==> config.mk <==
export PLATFORM = sky130hd
export DESIGN_NAME = data_mem_responder_flat
export DESIGN_NICKNAME = d
export VERILOG_FILES = /design/src/rtl/data_mem_responder_pkg.sv /design/src/rtl/data_mem_responder_if.sv /design/src/rtl/data_mem_responder_dmem_array.sv /design/src/rtl/data_mem_responder.sv /design/src/flat_wrapper.sv
export SDC_FILE = /design/constraint.sdc
export NUM_CORES = 2
export LEC_CHECK = 0
export ABC_AREA = 1
export CELL_PAD_IN_SITES_DETAIL_PLACEMENT = 0
export CELL_PAD_IN_SITES_GLOBAL_PLACEMENT = 1
export CORE_MARGIN = 2
export CORE_UTILIZATION = 40
export DETAILED_ROUTE_END_ITERATION = 10
export GPL_ROUTABILITY_DRIVEN = 0
export HOLD_SLACK_MARGIN = 0.05
export PLACE_DENSITY = 0.68
export SLEW_MARGIN = 10
export SYNTH_ARGS = -nofsm -noshare
export SYNTH_HDL_FRONTEND = slang
export SYNTH_SLANG_ARGS = --single-unit
==> constraint.sdc <==
create_clock -name clk -period 3.25 [get_ports clk]
set_input_delay 0.975 -clock clk [delete_from_list [all_inputs] [get_ports clk]]
set_output_delay 0.975 -clock clk [all_outputs]
set_load 0.03 [all_outputs]
==> src/rtl/data_mem_responder_pkg.sv <==
// Shared types and constants for the data memory responder.
//   state_t          : FSM state encoding (IDLE / WAIT / RESP)
//   req_t            : captured request payload
//   DEFAULT_DEPTH    : default number of 32-bit words
//   DEFAULT_LATENCY  : default accept-to-response latency
//   ERR_RDATA        : read data returned for stores and errored requests
package data_mem_responder_pkg;

    localparam int unsigned DEFAULT_DEPTH   = 32;
    localparam int unsigned DEFAULT_LATENCY = 2;
    localparam int unsigned DATA_W          = 32;
    localparam int unsigned BE_W            = DATA_W / 8;
    localparam int unsigned CNT_W           = 4;

    localparam logic [DATA_W-1:0] ERR_RDATA = '0;

    typedef enum logic [1:0] {
        IDLE = 2'd0,
        WAIT = 2'd1,
        RESP = 2'd2
    } state_t;

    typedef struct packed {
        logic              write;
        logic [DATA_W-1:0] addr;
        logic [DATA_W-1:0] wdata;
        logic [BE_W-1:0]   be;
    } req_t;

endpackage

==> src/rtl/data_mem_responder_if.sv <==
// Request/response bus between a core (master) and the memory responder (slave).
//   req_valid/req_ready/req_write/req_addr/req_wdata/req_be : request channel
//   rsp_valid/rsp_ready/rsp_rdata/rsp_err                   : response channel
interface data_mem_responder_if;
    import data_mem_responder_pkg::*;

    logic              req_valid;
    logic              req_ready;
    logic              req_write;
    logic [DATA_W-1:0] req_addr;
    logic [DATA_W-1:0] req_wdata;
    logic [BE_W-1:0]   req_be;
    logic              rsp_valid;
    logic              rsp_ready;
    logic [DATA_W-1:0] rsp_rdata;
    logic              rsp_err;

    modport master (
        output req_valid, req_write, req_addr, req_wdata, req_be, rsp_ready,
        input  req_ready, rsp_valid, rsp_rdata, rsp_err
    );

    modport slave (
        input  req_valid, req_write, req_addr, req_wdata, req_be, rsp_ready,
        output req_ready, rsp_valid, rsp_rdata, rsp_err
    );

endinterface

==> src/rtl/data_mem_responder_dmem_array.sv <==
// DEPTH x 32-bit storage with a byte-enable write port, one combinational
// read port sharing the same word index, and asynchronous clear.
//   clk, reset : clock, async active-low clear of every word
//   we, be     : write strobe and byte-lane enables
//   idx        : word index for both read and write
//   wdata      : write data
//   rdata_c    : combinational read of word idx
module dmem_array
    import data_mem_responder_pkg::*;
#(
    parameter int unsigned DEPTH = DEFAULT_DEPTH
) (
    input  logic                     clk,
    input  logic                     reset,
    input  logic                     we,
    input  logic [$clog2(DEPTH)-1:0] idx,
    input  logic [BE_W-1:0]          be,
    input  logic [DATA_W-1:0]        wdata,
    output logic [DATA_W-1:0]        rdata_c
);

    logic [DATA_W-1:0] mem [DEPTH];

    // Byte-lane write; whole array cleared while reset is low.
    always_ff @(posedge clk or negedge reset) begin
        if (!reset) begin
            for (int i = 0; i < int'(DEPTH); i++) begin
                mem[i] <= '0;
            end
        end else if (we) begin
            for (int b = 0; b < int'(BE_W); b++) begin
                if (be[b]) begin
                    mem[idx][8*b +: 8] <= wdata[8*b +: 8];
                end
            end
        end
    end

    // Guard against indices past the end when DEPTH is not a power of two.
    assign rdata_c = (32'(idx) < DEPTH) ? mem[idx] : '0;

endmodule

==> src/rtl/data_mem_responder.sv <==
// Single-outstanding data memory responder with fixed accept-to-response
// latency. Accepts one request in IDLE, waits LATENCY cycles, commits the
// access on the edge entering RESP and holds the response until taken.
//   clk   : clock
//   reset : asynchronous active-low reset
//   bus   : slave side of the request/response bus
module data_mem_responder
    import data_mem_responder_pkg::*;
#(
    parameter int unsigned LATENCY = DEFAULT_LATENCY,
    parameter int unsigned DEPTH   = DEFAULT_DEPTH
) (
    input  logic                 clk,
    input  logic                 reset,
    data_mem_responder_if.slave  bus
);

    localparam int unsigned AW = $clog2(DEPTH);

    state_t            state;
    logic [CNT_W-1:0]  cnt;
    req_t              req_q;
    logic              req_ready;
    logic              rsp_valid;
    logic [DATA_W-1:0] rsp_rdata;
    logic              rsp_err;

    req_t              req_in;
    req_t              acc;
    logic              accept;
    logic              enter_resp;
    logic              acc_err;
    logic              mem_we;
    logic [AW-1:0]     mem_idx;
    logic [DATA_W-1:0] mem_rdata_c;
    logic [CNT_W-1:0]  cnt_dec;

    // Access decode. With LATENCY=1 the access commits on the accept edge,
    // so it must use the live bus fields rather than the captured copy.
    always_comb begin
        req_in     = '{write: bus.req_write, addr: bus.req_addr,
                       wdata: bus.req_wdata, be: bus.req_be};
        accept     = bus.req_valid && req_ready && (state == IDLE);
        cnt_dec    = cnt - CNT_W'(1);
        enter_resp = (accept && (LATENCY == 1)) ||
                     ((state == WAIT) && (cnt_dec == '0));
        acc        = (state == IDLE) ? req_in : req_q;
        acc_err    = (acc.addr[1:0] != 2'b00) || (acc.addr >= 32'(4 * DEPTH));
        mem_we     = enter_resp && acc.write && !acc_err;
        mem_idx    = acc.addr[AW+1:2];
    end

    dmem_array #(
        .DEPTH (DEPTH)
    ) u_dmem_array (
        .clk     (clk),
        .reset   (reset),
        .we      (mem_we),
        .idx     (mem_idx),
        .be      (acc.be),
        .wdata   (acc.wdata),
        .rdata_c (mem_rdata_c)
    );

    // FSM, latency counter and registered response.
    always_ff @(posedge clk or negedge reset) begin
        if (!reset) begin
            state     <= IDLE;
            cnt       <= '0;
            req_q     <= '0;
            req_ready <= 1'b0;
            rsp_valid <= 1'b0;
            rsp_rdata <= '0;
            rsp_err   <= 1'b0;
        end else begin
            if (enter_resp) begin
                state     <= RESP;
                rsp_valid <= 1'b1;
                rsp_err   <= acc_err;
                rsp_rdata <= (acc.write || acc_err) ? ERR_RDATA : mem_rdata_c;
            end
            case (state)
                IDLE: begin
                    req_ready <= 1'b1;
                    if (accept) begin
                        req_q     <= req_in;
                        req_ready <= 1'b0;
                        if (LATENCY != 1) begin
                            state <= WAIT;
                            cnt   <= CNT_W'(LATENCY - 1);
                        end
                    end
                end
                // Leaves on the edge where the counter reaches 0.
                WAIT: begin
                    cnt <= cnt_dec;
                end
                RESP: begin
                    if (bus.rsp_ready) begin
                        state     <= IDLE;
                        req_ready <= 1'b1;
                        rsp_valid <= 1'b0;
                        rsp_rdata <= '0;
                        rsp_err   <= 1'b0;
                    end
                end
                default: begin
                    state <= IDLE;
                end
            endcase
        end
    end

    assign bus.req_ready = req_ready;
    assign bus.rsp_valid = rsp_valid;
    assign bus.rsp_rdata = rsp_rdata;
    assign bus.rsp_err   = rsp_err;

endmodule
==> src/flat_wrapper.sv <==
// flat-port wrapper written by rule: the top's interface ports become plain ports
module data_mem_responder_flat import data_mem_responder_pkg::*;
#(
    parameter int unsigned LATENCY = DEFAULT_LATENCY,
    parameter int unsigned DEPTH   = DEFAULT_DEPTH
)
  (clk, reset, bus_req_valid, bus_req_write, bus_req_addr, bus_req_wdata, bus_req_be, bus_rsp_ready, bus_req_ready, bus_rsp_valid, bus_rsp_rdata, bus_rsp_err);
  data_mem_responder_if bus_i ();
  input  logic clk;
  input  logic reset;
  input wire logic [$bits(bus_i.req_valid)-1:0] bus_req_valid;
  input wire logic [$bits(bus_i.req_write)-1:0] bus_req_write;
  input wire logic [$bits(bus_i.req_addr)-1:0] bus_req_addr;
  input wire logic [$bits(bus_i.req_wdata)-1:0] bus_req_wdata;
  input wire logic [$bits(bus_i.req_be)-1:0] bus_req_be;
  input wire logic [$bits(bus_i.rsp_ready)-1:0] bus_rsp_ready;
  output wire logic [$bits(bus_i.req_ready)-1:0] bus_req_ready;
  output wire logic [$bits(bus_i.rsp_valid)-1:0] bus_rsp_valid;
  output wire logic [$bits(bus_i.rsp_rdata)-1:0] bus_rsp_rdata;
  output wire logic [$bits(bus_i.rsp_err)-1:0] bus_rsp_err;
  assign bus_i.req_valid = bus_req_valid;
  assign bus_i.req_write = bus_req_write;
  assign bus_i.req_addr = bus_req_addr;
  assign bus_i.req_wdata = bus_req_wdata;
  assign bus_i.req_be = bus_req_be;
  assign bus_i.rsp_ready = bus_rsp_ready;
  assign bus_req_ready = bus_i.req_ready;
  assign bus_rsp_valid = bus_i.rsp_valid;
  assign bus_rsp_rdata = bus_i.rsp_rdata;
  assign bus_rsp_err = bus_i.rsp_err;
  data_mem_responder #(.LATENCY(LATENCY), .DEPTH(DEPTH)) u_core (.clk(clk), .reset(reset), .bus(bus_i));
endmodule
Word level (Yosys, flattened, before mapping)
Index checks and enable logic that the tools add are counted.

Add/subtract/negate cells: 1. Reduce and logical (&&, ||, !) cells: 17. Mux-type cells: 42. Bitwise logic cells: 1. Equality and inequality tests: 4. Order comparisons: 3.

Operators by type and width (number): 1024-bit 2-to-1 mux (7); 1024-bit bitwise mux (4); 32-bit demux with 5-bit select (4); 32-bit 2-to-1 mux (7); 32-bit binary-select mux with 5-bit select (1); 69-bit 2-to-1 mux (1); 32-bit by 8-bit >= comparator with 1-bit output (second input constant) (1); 24-bit 2-to-1 mux (1); 16-bit 2-to-1 mux (1); 1-bit 2-to-1 mux (8); 8-bit 2-to-1 mux (1); 4-bit case mux with 2 select lines (1); 6-bit >= comparator (second input constant) (1); 1-bit logical AND (6); 6-bit by 1-bit less-than comparator with 1-bit output (second input constant) (1); 2-bit 2-to-1 mux (3); 5-bit inverter with 6-bit output (1); 2-bit case mux with 3 select lines (1); 2-bit AND reduction (3); 2-bit nonzero test (3); 4-bit zero test (1); 4-bit 2-to-1 mux (1); 4-bit by 1-bit subtractor with 4-bit output (second input constant) (1); 2-bit by 1-bit equality test with 1-bit output (second input constant) (1); other kinds (7) (8).

Bits in registers: 1134. Logic and storage cells: 110.

Logic depth before layout (Yosys ltp)
Depth after elaboration: 18. Gate-level depth with buffers: 16. Gate-level depth less buffers: 14.

Modules after synthesis
A second synthesis with hierarchy kept.

Cell total of the unflattened synthesis: 7213. Area, all modules: 53211.0 um2.

Modules (own cells, without submodules): dmem_array (seq. area each 25624.6 um2, area each 47840.9 um2, times used 1, cells an instance 6512); data_mem_responder (seq. area each 2752.6 um2, area each 5370.2 um2, times used 1, cells an instance 701).

Least setup slack after synthesis
No wires, ideal clock.

Kind: input-to-reg. Start: input bus_req_addr[2]. End: register u_core.u_dmem_array.mem[669] in the netlist's numbering. Buffers on the path: 3. Path slack: 584 ps. Required time: 3120 ps. Stages on the path: 12. Data arrival time: 2536 ps. Library setup time: 130 ps. Cell sequence: inv_1 -> nand2_2 -> nand2_1 -> buf_2 -> nor2_4 -> inv_2 -> nor2_1 -> buf_2 -> nand3_2 -> clkbuf_1 -> nand2_1 -> o21ai_1.

Word-level cells in the longest chain between the ends: 14.

RTL lines: from (decl) (line flat_wrapper.sv:13) `input wire logic [$bits(bus_i.req_addr)-1:0] bus_req_addr;`; 69-bit 2-to-1 mux * (line data_mem_responder.sv:47) `acc = (state == IDLE) ? req_in : req_q;`; 5-bit inverter with 6-bit output (not written as such) (line data_mem_responder_dmem_array.sv:33) `mem[idx][8*b +: 8] <= wdata[8*b +: 8];`; 32-bit demux with 5-bit select (line data_mem_responder_dmem_array.sv:33); 1024-bit bitwise mux (line data_mem_responder_dmem_array.sv:33); 1024-bit 2-to-1 mux (line data_mem_responder_dmem_array.sv:32) `if (be[b]) begin`; 1024-bit 2-to-1 mux (line data_mem_responder_dmem_array.sv:30) `end else if (we) begin`; 1024-bit bitwise mux (line data_mem_responder_dmem_array.sv:33); 1024-bit 2-to-1 mux (line data_mem_responder_dmem_array.sv:32); 1024-bit 2-to-1 mux (line data_mem_responder_dmem_array.sv:30); 1024-bit bitwise mux (line data_mem_responder_dmem_array.sv:33); 1024-bit 2-to-1 mux (line data_mem_responder_dmem_array.sv:32); 1024-bit 2-to-1 mux (line data_mem_responder_dmem_array.sv:30); 1024-bit bitwise mux (line data_mem_responder_dmem_array.sv:33); 1024-bit 2-to-1 mux (line data_mem_responder_dmem_array.sv:32); to (signal, indexed assignment) (line data_mem_responder_dmem_array.sv:33); to (decl) (line data_mem_responder_dmem_array.sv:22) `logic [DATA_W-1:0] mem [DEPTH];`.

Every way passes the cells marked *; elsewhere a longest branch is shown, timed or not. The select of a mux whose other input is x is not followed. A chain may end at the register's enable or synchronous reset.

Worst setup path after layout
Start: register u_core.rsp_rdata[14], in the netlist u_core.bus.rsp_rdata[14]. End: output bus_rsp_rdata[14].

RTL lines: from (decl) (line data_mem_responder.sv:25) `logic [DATA_W-1:0] rsp_rdata;`; from (signal assigned) (line data_mem_responder.sv:80) `rsp_rdata <= (acc.write || acc_err) ? ERR_RDATA : mem_rdata_c;`; to (decl) (line flat_wrapper.sv:19) `output wire logic [$bits(bus_i.rsp_rdata)-1:0] bus_rsp_rdata;`.

No word-level cell between the ends.

==> results.json <==
{
  "cts_sinks": 1134,
  "worst_setup_path_end_kind": "output pin",
  "period_share": 0.986,
  "hp-class": "flip-flop to flip-flop",
  "nFillCells": 14600,
  "synth.cell_area_mm2": 0.0583,
  "cap_violations": 0,
  "yosysSeqAreaShare": 0.487,
  "yosysWarnings": 0,
  "drive_above_1_share": 0.113,
  "rsz0062_at_grt": "no",
  "drt-wirelength-per-cell_um": 19.0,
  "setup_tns_ps": 0,
  "cts.repair.resized": 0,
  "maxSlewHeadroom": 0.221,
  "slowest_delay_ps": 790,
  "numCtsBuffers": 140,
  "cp_cell_sequence": "clkdlybuf4s50_1",
  "ys_ff_latch": 1134,
  "htreeDepth": 4,
  "grt_pass1_wl_um": 307000,
  "fin_util": 0.493,
  "wl_met2_um": 90400,
  "num_antenna_cells": 0,
  "syn_nets": 8282,
  "fmax_ghz": 0.312,
  "dp_hpwl_um": 135000,
  "seqCellArea_mm2": 0.0284,
  "numPortBuffers": 107,
  "setup_viol": 0,
  "hold_viol": 0,
  "worstSkewPairLatency_ps": 790,
  "viasPerCell": 4.95,
  "ctsHoldBuffers": 0,
  "place_inst": 10200,
  "synth_cell_type_count": 32,
  "critPathSlowestCell": "clkdlybuf4s50_1",
  "first_global_vias": 49200,
  "drt_wl_total_um": 199000,
  "path_delay_family": "buffers and inverters",
  "avgSynthCellArea_um2": 7.11,
  "worstPathRequired_ps": 2270,
  "area_growth_pct": 22.9,
  "fin_cells": 10500,
  "io_pins": 108,
  "finalNetCount": 8534,
  "die_h_um": 386,
  "drtIter0Drc": 4302,
  "path_buf_inv": 1,
  "drc_errors": 0,
  "die_x_um": 386,
  "synth_edf_count": 0,
  "post_cts_buffers": 0,
  "grt_max_degree": 125,
  "status": "complete, no violations",
  "worstMarginPinSlew_ps": 1170,
  "powerDensity_mw_per_mm2": 943,
  "syn_inst": 8207,
  "timing.final.crit_period_ps": 3210,
  "num_vias": 51900,
  "die_area_mm2": 0.149,
  "finalInstanceArea_mm2": 0.0717,
  "clockBufferDepth": 3,
  "antenna_found_initial": 2,
  "path_max_fanout": 2,
  "vdd.ir_drop.worst_mv": 0.659,
  "cts-root-buf": "clkbuf_16",
  "criticalPathCategory": "flip-flop to output pin",
  "clk_pin_slew_ps": 60,
  "grt_usage": 0.271,
  "drv_slew": 0,
  "grt-ovfl-total": 0,
  "wl_met1_um": 95000,
  "route.met3.wl_um": 9860,
  "whs_ps": 478,
  "placed_cell_area_mm2": 0.0670,
  "skew_ps": 22.9,
  "cts_tree": "yes",
  "firstDrtPassIters": 6,
  "cp-start-kind": "flip-flop",
  "multi_input_area_mm2": 0.0243,
  "top_layer_used": "met4",
  "power_leakage_nw": 34.1,
  "async_flop_share": 1.00,
  "synth-main-ff-cell": "dfrtp_1",
  "crit_arrival_ps": 2230,
  "ant_nets": 0,
  "rows": 140,
  "start_util": 0.402,
  "core_area_mm2": 0.145
}
through the flow:
stage	worst slack [ps]	total power, mW
2_1_floorplan	584	34.5
4_1_cts	0.819	68.1
3_5_place_dp	-325	51.9
5_1_grt	13.1	72.2
3_3_place_gp	-303	52.1
6_report	43.9	67.6
synth_stat cells, types with 22 or more instances:
library cell | instances | area, µm²
o21ai_1 | 302 | 1510
dfrtp_1 | 1134 | 28400
buf_1 | 31 | 116
buf_2 | 86 | 430
inv_1 | 966 | 3630
nand3_1 | 337 | 1690
a21oi_1 | 67 | 335
o21ai_0 | 883 | 4420
nand2_1 | 3634 | 13600
nand3_2 | 121 | 1210
clkbuf_1 | 402 | 1510
inv_2 | 22 | 82.6
nor2_1 | 110 | 413
nand3b_1 | 43 | 323
routing by layer:
metal | vias to the layer above | GRT usage
li1 | 25700 | -
met1 | 24700 | 0.394
met2 | 1236 | 0.430
met3 | 202 | 0.0341
met4 | 0 | 0.0590
met5 | - | 0
path summary, 6_finish.rpt:
path / from / end / slack [ps] / depth (start not counted)
max: u_core.bus.rsp_rdata[14] / bus_rsp_rdata[14] / 40 / 1
min: u_core.u_dmem_array.mem[577] / u_core.u_dmem_array.mem[577] / 480 / 2
max reg2reg: u_core.state[0] / u_core.bus.rsp_rdata[23] / 250 / 16
min reg2reg: u_core.u_dmem_array.mem[577] / u_core.u_dmem_array.mem[577] / 480 / 2
max in group asynchronous: reset / u_core.u_dmem_array.mem[1020] / 1970 / 2
min in group asynchronous: reset / u_core.u_dmem_array.mem[884] / 560 / 2
power breakdown:
group | leakage [nW] | total (mW) | internal [mW] | switching (mW)
logic | 16.1 | 36.4 | 11.4 | 25.0
registers | 15.7 | 15.3 | 14.7 | 0.594
clock network | 2.30 | 15.9 | 9.63 | 6.27
total | 34.1 | 67.6 | 35.7 | 31.9
final cells by class:
class | instances | area share
sequential | 1134 | 0.396
tap | 1917 | 0.0335
inverter | 988 | 0.0519
clock inverter | 23 | 0.00423
timing repair buffer | 650 | 0.115
clock buffer | 223 | 0.0609
multi-input combinational | 5545 | 0.339
placed cells by master, fill, tap and decap left out, drive strengths merged:
cell	count
nand2	3638
o21ai	1192
dfrtp	1134
inv	992
buf	544
nand3	458
clkbuf	223
nor2	127
clkdlybuf4s50	106
a21oi	67
nand3b	43
clkinv	13
nor3	9
bufinv	6
nand4	2
o22ai	2
ha	2
nor3b	1
xor2	1
o31ai	1
o211ai	1
o21a	1
worst register-to-register path, cell delays in order, from the launching register on:
cell and delay, ps:
dfrtp_1 430, inv_1 120, nand2_2 290, nand2_1 310, nand2_8 150, buf_12 200, buf_12 170, buf_4 180
nand2_1 70, nand2_1 60, nand2_1 60, nand2_1 60, nand2_1 70, nand2_1 50, nor2_1 420, nand3_1 140
a21oi_1 160
flip-flops by register name, indices dropped and copies added (netlist names):
signal,cells
u_core.bus.rsp_valid,1
u_core.bus.rsp_err,1
u_core.state,2
u_core.req_q,69
u_core.u_dmem_array.mem,1024
u_core.bus.req_ready,1
u_core.cnt,4
u_core.bus.rsp_rdata,32
logic make-up (layout without fill, tap and decap cells):
group | after synthesis | after routing | share of synthesized area
compound gates | 1264 | 1264 | 0.109
xor+xnor | 1 | 1 | 0.000150
fa+ha+maj | 2 | 2 | 0.000429
buf+inv | 1528 | 1884 | 0.102
flops | 1134 | 1134 | 0.487
simple gates | 4278 | 4278 | 0.301
Note: power is estimated with default switching activity, not from simulation.
